## config.mk

```make
export PLATFORM = sky130hd
export DESIGN_NAME = divisor_frecuencia
export DESIGN_NICKNAME = d
export VERILOG_FILES = /design/src/rtl/divisor_frecuencia.sv
export SDC_FILE = /design/constraint.sdc
export NUM_CORES = 1
export LEC_CHECK = 0
export BUFFER_PORTS_ARGS = -buffer_cell sky130_fd_sc_hd__buf_2
export CAP_MARGIN = 5
export CORE_UTILIZATION = 55
export DETAILED_ROUTE_END_ITERATION = 8
export HOLD_SLACK_MARGIN = 0.06
export PLACE_DENSITY = 0.77
export SYNTH_ARGS = -nofsm -noshare
export SYNTH_HDL_FRONTEND = slang
export SYNTH_SLANG_ARGS = --single-unit
export TNS_END_PERCENT = 20
```

## constraint.sdc

```tcl
create_clock -name clock_in -period 5 [get_ports clock_in]
set_input_delay 0.75 -clock clock_in [delete_from_list [all_inputs] [get_ports clock_in]]
set_output_delay 0.75 -clock clock_in [all_outputs]
set_load 0.05 [all_outputs]
```

## src/rtl/divisor_frecuencia.sv

```systemverilog
// divisor_frecuencia: multi-channel programmable clock divider with period/duty reload at period end
module divisor_frecuencia #(
   parameter int WIDTH          = 18,
   parameter int CHANNELS       = 4,
   parameter int DEFAULT_PERIOD = 250000,
   localparam int CH_W          = (CHANNELS > 1) ? $clog2(CHANNELS) : 1
) (
   input  logic                clock_in,
   input  logic                reset_n,
   input  logic [CHANNELS-1:0] enable,
   input  logic                load,
   input  logic [CH_W-1:0]     load_ch,
   input  logic [WIDTH-1:0]    period_in,
   input  logic [WIDTH-1:0]    duty_in,
   output logic [CHANNELS-1:0] y,
   output logic [CHANNELS-1:0] tick
);
   localparam logic [WIDTH-1:0] DEF_P = WIDTH'(DEFAULT_PERIOD);
   localparam logic [WIDTH-1:0] DEF_H = WIDTH'(DEFAULT_PERIOD / 2);
   localparam logic [WIDTH-1:0] MIN_P = WIDTH'(2);
   localparam logic [WIDTH-1:0] ONE   = WIDTH'(1);

   // a period below 2 could never show both a wrap and a counting clock
   logic [WIDTH-1:0] period_clamped;
   assign period_clamped = (period_in < MIN_P) ? MIN_P : period_in;

   for (genvar k = 0; k < CHANNELS; k = k + 1) begin : g_ch
      logic [WIDTH-1:0] z, p, h, sp, sh;
      logic             pend, sel, wrap, apply, y_q, tick_q;
      // an out-of-range load_ch matches no channel, so such loads fall away
      assign sel     = load && (load_ch == CH_W'(k));
      assign wrap    = enable[k] && (z == p - ONE);
      assign apply   = pend && (wrap || !enable[k]);
      assign y[k]    = y_q;
      assign tick[k] = tick_q;
      // counter, registered outputs, and shadow handoff only at a wrap or while idle
      always_ff @(posedge clock_in or negedge reset_n) begin
         if (!reset_n) begin
            z      <= '0;
            p      <= DEF_P;
            h      <= DEF_H;
            sp     <= DEF_P;
            sh     <= DEF_H;
            pend   <= 1'b0;
            y_q    <= 1'b0;
            tick_q <= 1'b0;
         end else begin
            z      <= (enable[k] && !wrap) ? z + ONE : '0;
            y_q    <= enable[k] && (z < h);
            tick_q <= wrap;
            if (apply) begin
               p <= sp;
               h <= sh;
            end
            if (sel) begin
               sp   <= period_clamped;
               sh   <= duty_in;
               pend <= 1'b1;
            end else if (apply) begin
               pend <= 1'b0;
            end
         end
      end
   end
endmodule
```

Yosys cells after proc, flatten, opt, wreduce, memory -nomap -nowiden
Index checks and enable logic that the tools add are counted.
{"block": "totals", "ff_bits": 372, "in_bits": 45}
{"block": "op_classes", "n_eq_ne": 7, "n_reduce_logical": 37, "n_lt_le_gt_ge": 5, "muxes": 13, "add_sub_neg": 8}
{"operator": "18-bit two-way mux", "n": 5}
{"operator": "18-bit by 1-bit adder with 18-bit output (second input constant)", "n": 4}
{"operator": "18-bit equality test", "n": 4}
{"operator": "18-bit less-than comparator", "n": 4}
{"operator": "18-bit by 1-bit subtractor with 18-bit output (second input constant)", "n": 4}
{"operator": "1-bit logical AND", "n": 20}
{"operator": "18-bit by 2-bit less-than comparator with 1-bit output (second input constant)", "n": 1}
{"operator": "1-bit zero test", "n": 8}
{"operator": "1-bit two-way mux", "n": 8}
{"operator": "2-bit nonzero test", "n": 4}
{"operator": "2-bit equality test (second input constant)", "n": 2}
{"operator": "1-bit logical OR", "n": 4}
{"operator": "2-bit by 1-bit equality test with 1-bit output (second input constant)", "n": 1}
{"operator": "2-bit zero test", "n": 1}

Logic depth before layout (Yosys ltp)
{"block": "logic_depth", "word_depth": 7, "ltp_mapped": 13, "mapped_depth_nobuf": 9}

Worst setup path after synthesis
No wires, ideal clock.
{"block": "synth_path", "path_kind": "register to register", "startpoint": "register g_ch[3].p[0]", "endpoint": "register g_ch[3].z[10]", "arrival_ps": 3196, "slack_ps": 1682, "t_required_ps": 4879, "synth_period_minus_slack_ps": 3318, "path_stages_with_launch": 13, "cell_sequence": "dfrtp_1 -> clkbuf_1 -> inv_1 -> ha_1 -> or4b_1 -> or3_1 -> a21oi_1 -> o2111ai_1 -> or4_1 -> clkbuf_1 -> o31ai_4 -> buf_2 -> nor2_1"}
{"block": "synth_between", "elab_chain_len": 6}
{"item": "from (decl)", "line": "28", "text": "logic [WIDTH-1:0] z, p, h, sp, sh;"}
{"item": "from (signal assigned)", "line": "52", "text": "p <= sp;"}
{"item": "18-bit by 1-bit subtractor with 18-bit output", "line": "32", "text": "assign wrap = enable[k] && (z == p - ONE);"}
{"item": "18-bit equality test", "line": "32"}
{"item": "1-bit logical AND", "line": "32"}
{"item": "1-bit zero test", "line": "48", "text": "z <= (enable[k] && !wrap) ? z + ONE : '0;"}
{"item": "1-bit logical AND", "line": "48"}
{"item": "18-bit two-way mux", "line": "48"}
{"item": "to (signal assigned)", "line": "48"}
{"item": "to (decl)", "line": "28"}
Every way passes these cells.
A chain may end at the register's enable or synchronous reset.

Final worst setup path
{"block": "layout_path", "startpoint": "register g_ch[1].p[0]", "endpoint": "register g_ch[1].p[3]"}
{"block": "layout_between", "elab_chain_len": 5}
{"item": "from (decl)", "line": "28"}
{"item": "from (signal assigned)", "line": "52"}
{"item": "18-bit by 1-bit subtractor with 18-bit output", "line": "32"}
{"item": "18-bit equality test", "line": "32"}
{"item": "1-bit logical AND", "line": "32"}
{"item": "1-bit logical OR", "line": "33", "text": "assign apply = pend && (wrap || !enable[k]);"}
{"item": "1-bit logical AND", "line": "33"}
Every way passes these cells.

==> impl_metrics.csv <==
group,metric,value,unit
synthesis,synth_nets,2288,
route,first_pass_iters,5,
clock_network,hold_buffers,0,
timing,fin_skew,0.0288,ns
global_route,grt.busiest_layer,"met2",
pwr,combPwrFrac,0.221,
pwr,p_per_area,408,mW/mm2
global_route,grt_pass1_vias,15800,
timing,setup_viol,0,
cells_and_area,nets,2262,
route,drt-total-wl,52.7,mm
synthesis,netlist_area,0.0208,mm2
cells_and_area,fin_cells,2676,
global_route,grt_antenna_before_repair,1,
pwr,p_leak,10.1,nW
critical_path,cp.required,5.39,ns
die,die_x,196,um
clock_network,cts_root_buffer,"clkbuf_16",
cells_and_area,post-route-util,0.615,
clock_network,cts.sinks,372,
die,dieArea,0.0386,mm2
timing,finalHoldViolCount,0,
cells_and_area,syn_to_final_growth,9.01,%
route,vias_per_cell,6.03,
pwr,cellInternalPower,6.39,mW
route,ant_nets,0,
timing,max-slew-margin-rel,0.224,
timing,fin_crit_sh,0.814,
synthesis,syn_avg_cell_area,9.60,um2
clock_network,insertion_delay,0.57,ns
global_route,grt_overflow_total,0,
synthesis,synth_edf_count,0,
die,coreArea,0.0369,mm2
pwr,power,9.26,mW
clock_network,clkTransAtPathRegs,0.06,ns
synthesis,ys_types,76,
placement,portBuffers,52,
critical_path,crit_type,"reg -> reg",
pwr,p_clk_frac,0.330,
route,drc_errors,0,
die,num_io_pins,53,
global_route,grt.total_usage,0.281,
timing,tightest_slew,1.16,ns
clock_network,cts_resized,0,
global_route,use_met3,0.0435,
timing,fin_tns_setup,0,ns
run_status,status,"complete, no violations",
pwr,vdd_drop_max,0.257,mV
timing,rsz0062_at_grt,"false",
timing,setup_slack,0.928,ns
critical_path,critPathLaunchType,"register",
synthesis,syn_inst,2167,
worst_hold_path,holdCritPathClass,"in -> async",
clock_network,cts_tree,"yes",
clock_network,cts_max_path_buffers,3,
critical_path,arrival,4.46,ns
route,wire_per_inst,19.7,um
synthesis,yosysSeqAreaShare,0.454,
pwr,p_switching,2.87,mW
pwr,seqPwrFrac,0.449,
cells_and_area,drive_above_1_share,0.178,
route,drtIter0Drc,1191,
global_route,grt_pass1_wl,85.9,mm
synthesis,ys.flop_type,"dfrtp_1",
job,max-cap-violations,0,
clock_network,postCtsSetupRepairBufs,0,
timing,final_max_slew_viol_count,0,
placement,place.gp.congestion,0.918,
critical_path,crit_fanout,38,
die,start_util,0.564,
die,chipHeight,196,um
timing,fmax,0.246,GHz
timing,period_minus_slack,4.07,ns
global_route,grt_use_met2,0.442,
placement,pre_cts_slack,0.937,ns
synthesis,synth-async-reset-ratio,1.00,
cells_and_area,n_antenna_cell,0,
route,via_count,16100,
pwr,swShare,0.310,
clock_network,cts_buffers,39,
synthesis,synth_warnings,0,
critical_path,end_kind,"register",
global_route,grt_max_degree,118,
die,rows,70,
placement,hpwl,35.1,mm
global_route,grtUsageMet1,0.390,
synthesis,ys_seq_elements,372,
clock_network,h-tree-depth,2,
placement,dp_cells,2604,
sequential cells by signal, summed over array words and instances (netlist names):
name         cells
g_ch.p          72
g_ch.h          72
g_ch.sh         72
g_ch.pend        4
g_ch.y_q         4
g_ch.tick_q      4
g_ch.z          72
g_ch.sp         72
synthesized netlist by cell type, types with 25 or more instances:
library cell	number	area, um2
mux2_2	75	845
dfrtp_1	260	6510
o211ai_1	112	841
nand2_1	426	1600
mux2_4	30	450
nand2b_1	55	344
dfstp_2	112	2940
o21ai_0	54	270
nor2_1	82	308
nand3_1	52	260
o31ai_1	25	188
a21oi_1	63	315
inv_1	88	330
clkbuf_1	114	428
and3_1	36	225
ha_1	76	951
nor3_1	28	140
xnor2_1	93	815
a32oi_1	37	324
o311ai_0	37	324
xor2_1	57	499
path summary, 6_finish.rpt:
path                       cells past startpoint      startpoint  slack [ns]             end
min reg2reg                                    2  g_ch[0].sh[14]        0.46  g_ch[0].sh[14]
max in group asynchronous                      2         reset_n        3.57    g_ch[3].p[3]
max                                           11    g_ch[1].p[0]        0.93    g_ch[1].p[3]
min in group clock_in                          2  g_ch[0].sh[14]        0.46  g_ch[0].sh[14]
min                                            1         reset_n        0.26  g_ch[3].tick_q
max reg2reg                                   11    g_ch[1].p[0]        0.93    g_ch[1].p[3]
per-stage QoR:
stage	area, um2	hold WS, ns
2_1_floorplan	20800	0.438
6_report	22700	0.260
3_5_place_dp	21300	0.454
4_1_cts	22700	0.301
3_3_place_gp	21300	0.447
5_1_grt	22700	0.353
worst max-delay path: stages, from the launching register on:
cell       delay (ns)
dfrtp_1          0.42
inv_1            0.09
ha_1             0.20
or3b_2           0.48
nor3_1           0.46
xor2_1           0.17
or3_1            0.39
a2111oi_2        0.35
buf_4            0.43
and4_1           0.38
buf_4            0.36
o21ai_0          0.16
power by group through the flow:
stage	Clock, mW	Sequential, mW	Combinational [mW]
after floorplan	0	3.96	1.61
after global placement	0	4.16	1.94
after detailed placement	0	4.19	2.03
after CTS	3.12	4.14	2.04
after global routing	3.22	4.23	2.29
final	3.06	4.15	2.05
cell type report:
| type | instances | area (um2) |
|---|---|---|
| clock buffer | 59 | 1190 |
| fill | 3017 | 14200 |
| multi-input combinational | 1556 | 10400 |
| inverter | 90 | 338 |
| tap | 504 | 631 |
| timing repair buffer | 82 | 520 |
| sequential | 372 | 9450 |
| clock inverter | 13 | 164 |
layout by cell type, fill, tap and decap left out, drive strengths merged, types with 27 or more instances in the layout:
| cell | instances |
|---|---|
| dfrtp | 260 |
| nor3 | 29 |
| and3 | 36 |
| xor2 | 57 |
| o311ai | 37 |
| clkbuf | 59 |
| a32oi | 37 |
| o21ai | 54 |
| nand2 | 426 |
| inv | 92 |
| nor2 | 82 |
| xnor2 | 93 |
| o211ai | 112 |
| buf | 82 |
| nand3 | 52 |
| a21oi | 63 |
| ha | 76 |
| nand2b | 55 |
| dfstp | 112 |
| o31ai | 27 |
| mux2 | 105 |
per-layer routing:
metal	share of wire	vias up	wire length, um
met4	0.036	2	1920
met2	0.46	496	24300
li1	-	7563	-
met3	0.055	114	2900
met1	0.45	7971	23600
met5	0.00025	-	13
logic make-up after synthesis:
| kind of cell | synth area share |
|---|---|
| xor gates and xnor gates | 0.0632 |
| and+or+nand+nor | 0.182 |
| DFF | 0.454 |
| AOI/OAI and AO/OA | 0.143 |
| buffers and inverters | 0.0483 |
| muxes | 0.0637 |
| adders and majority gates | 0.0457 |
(Power assumes the default switching activity.)
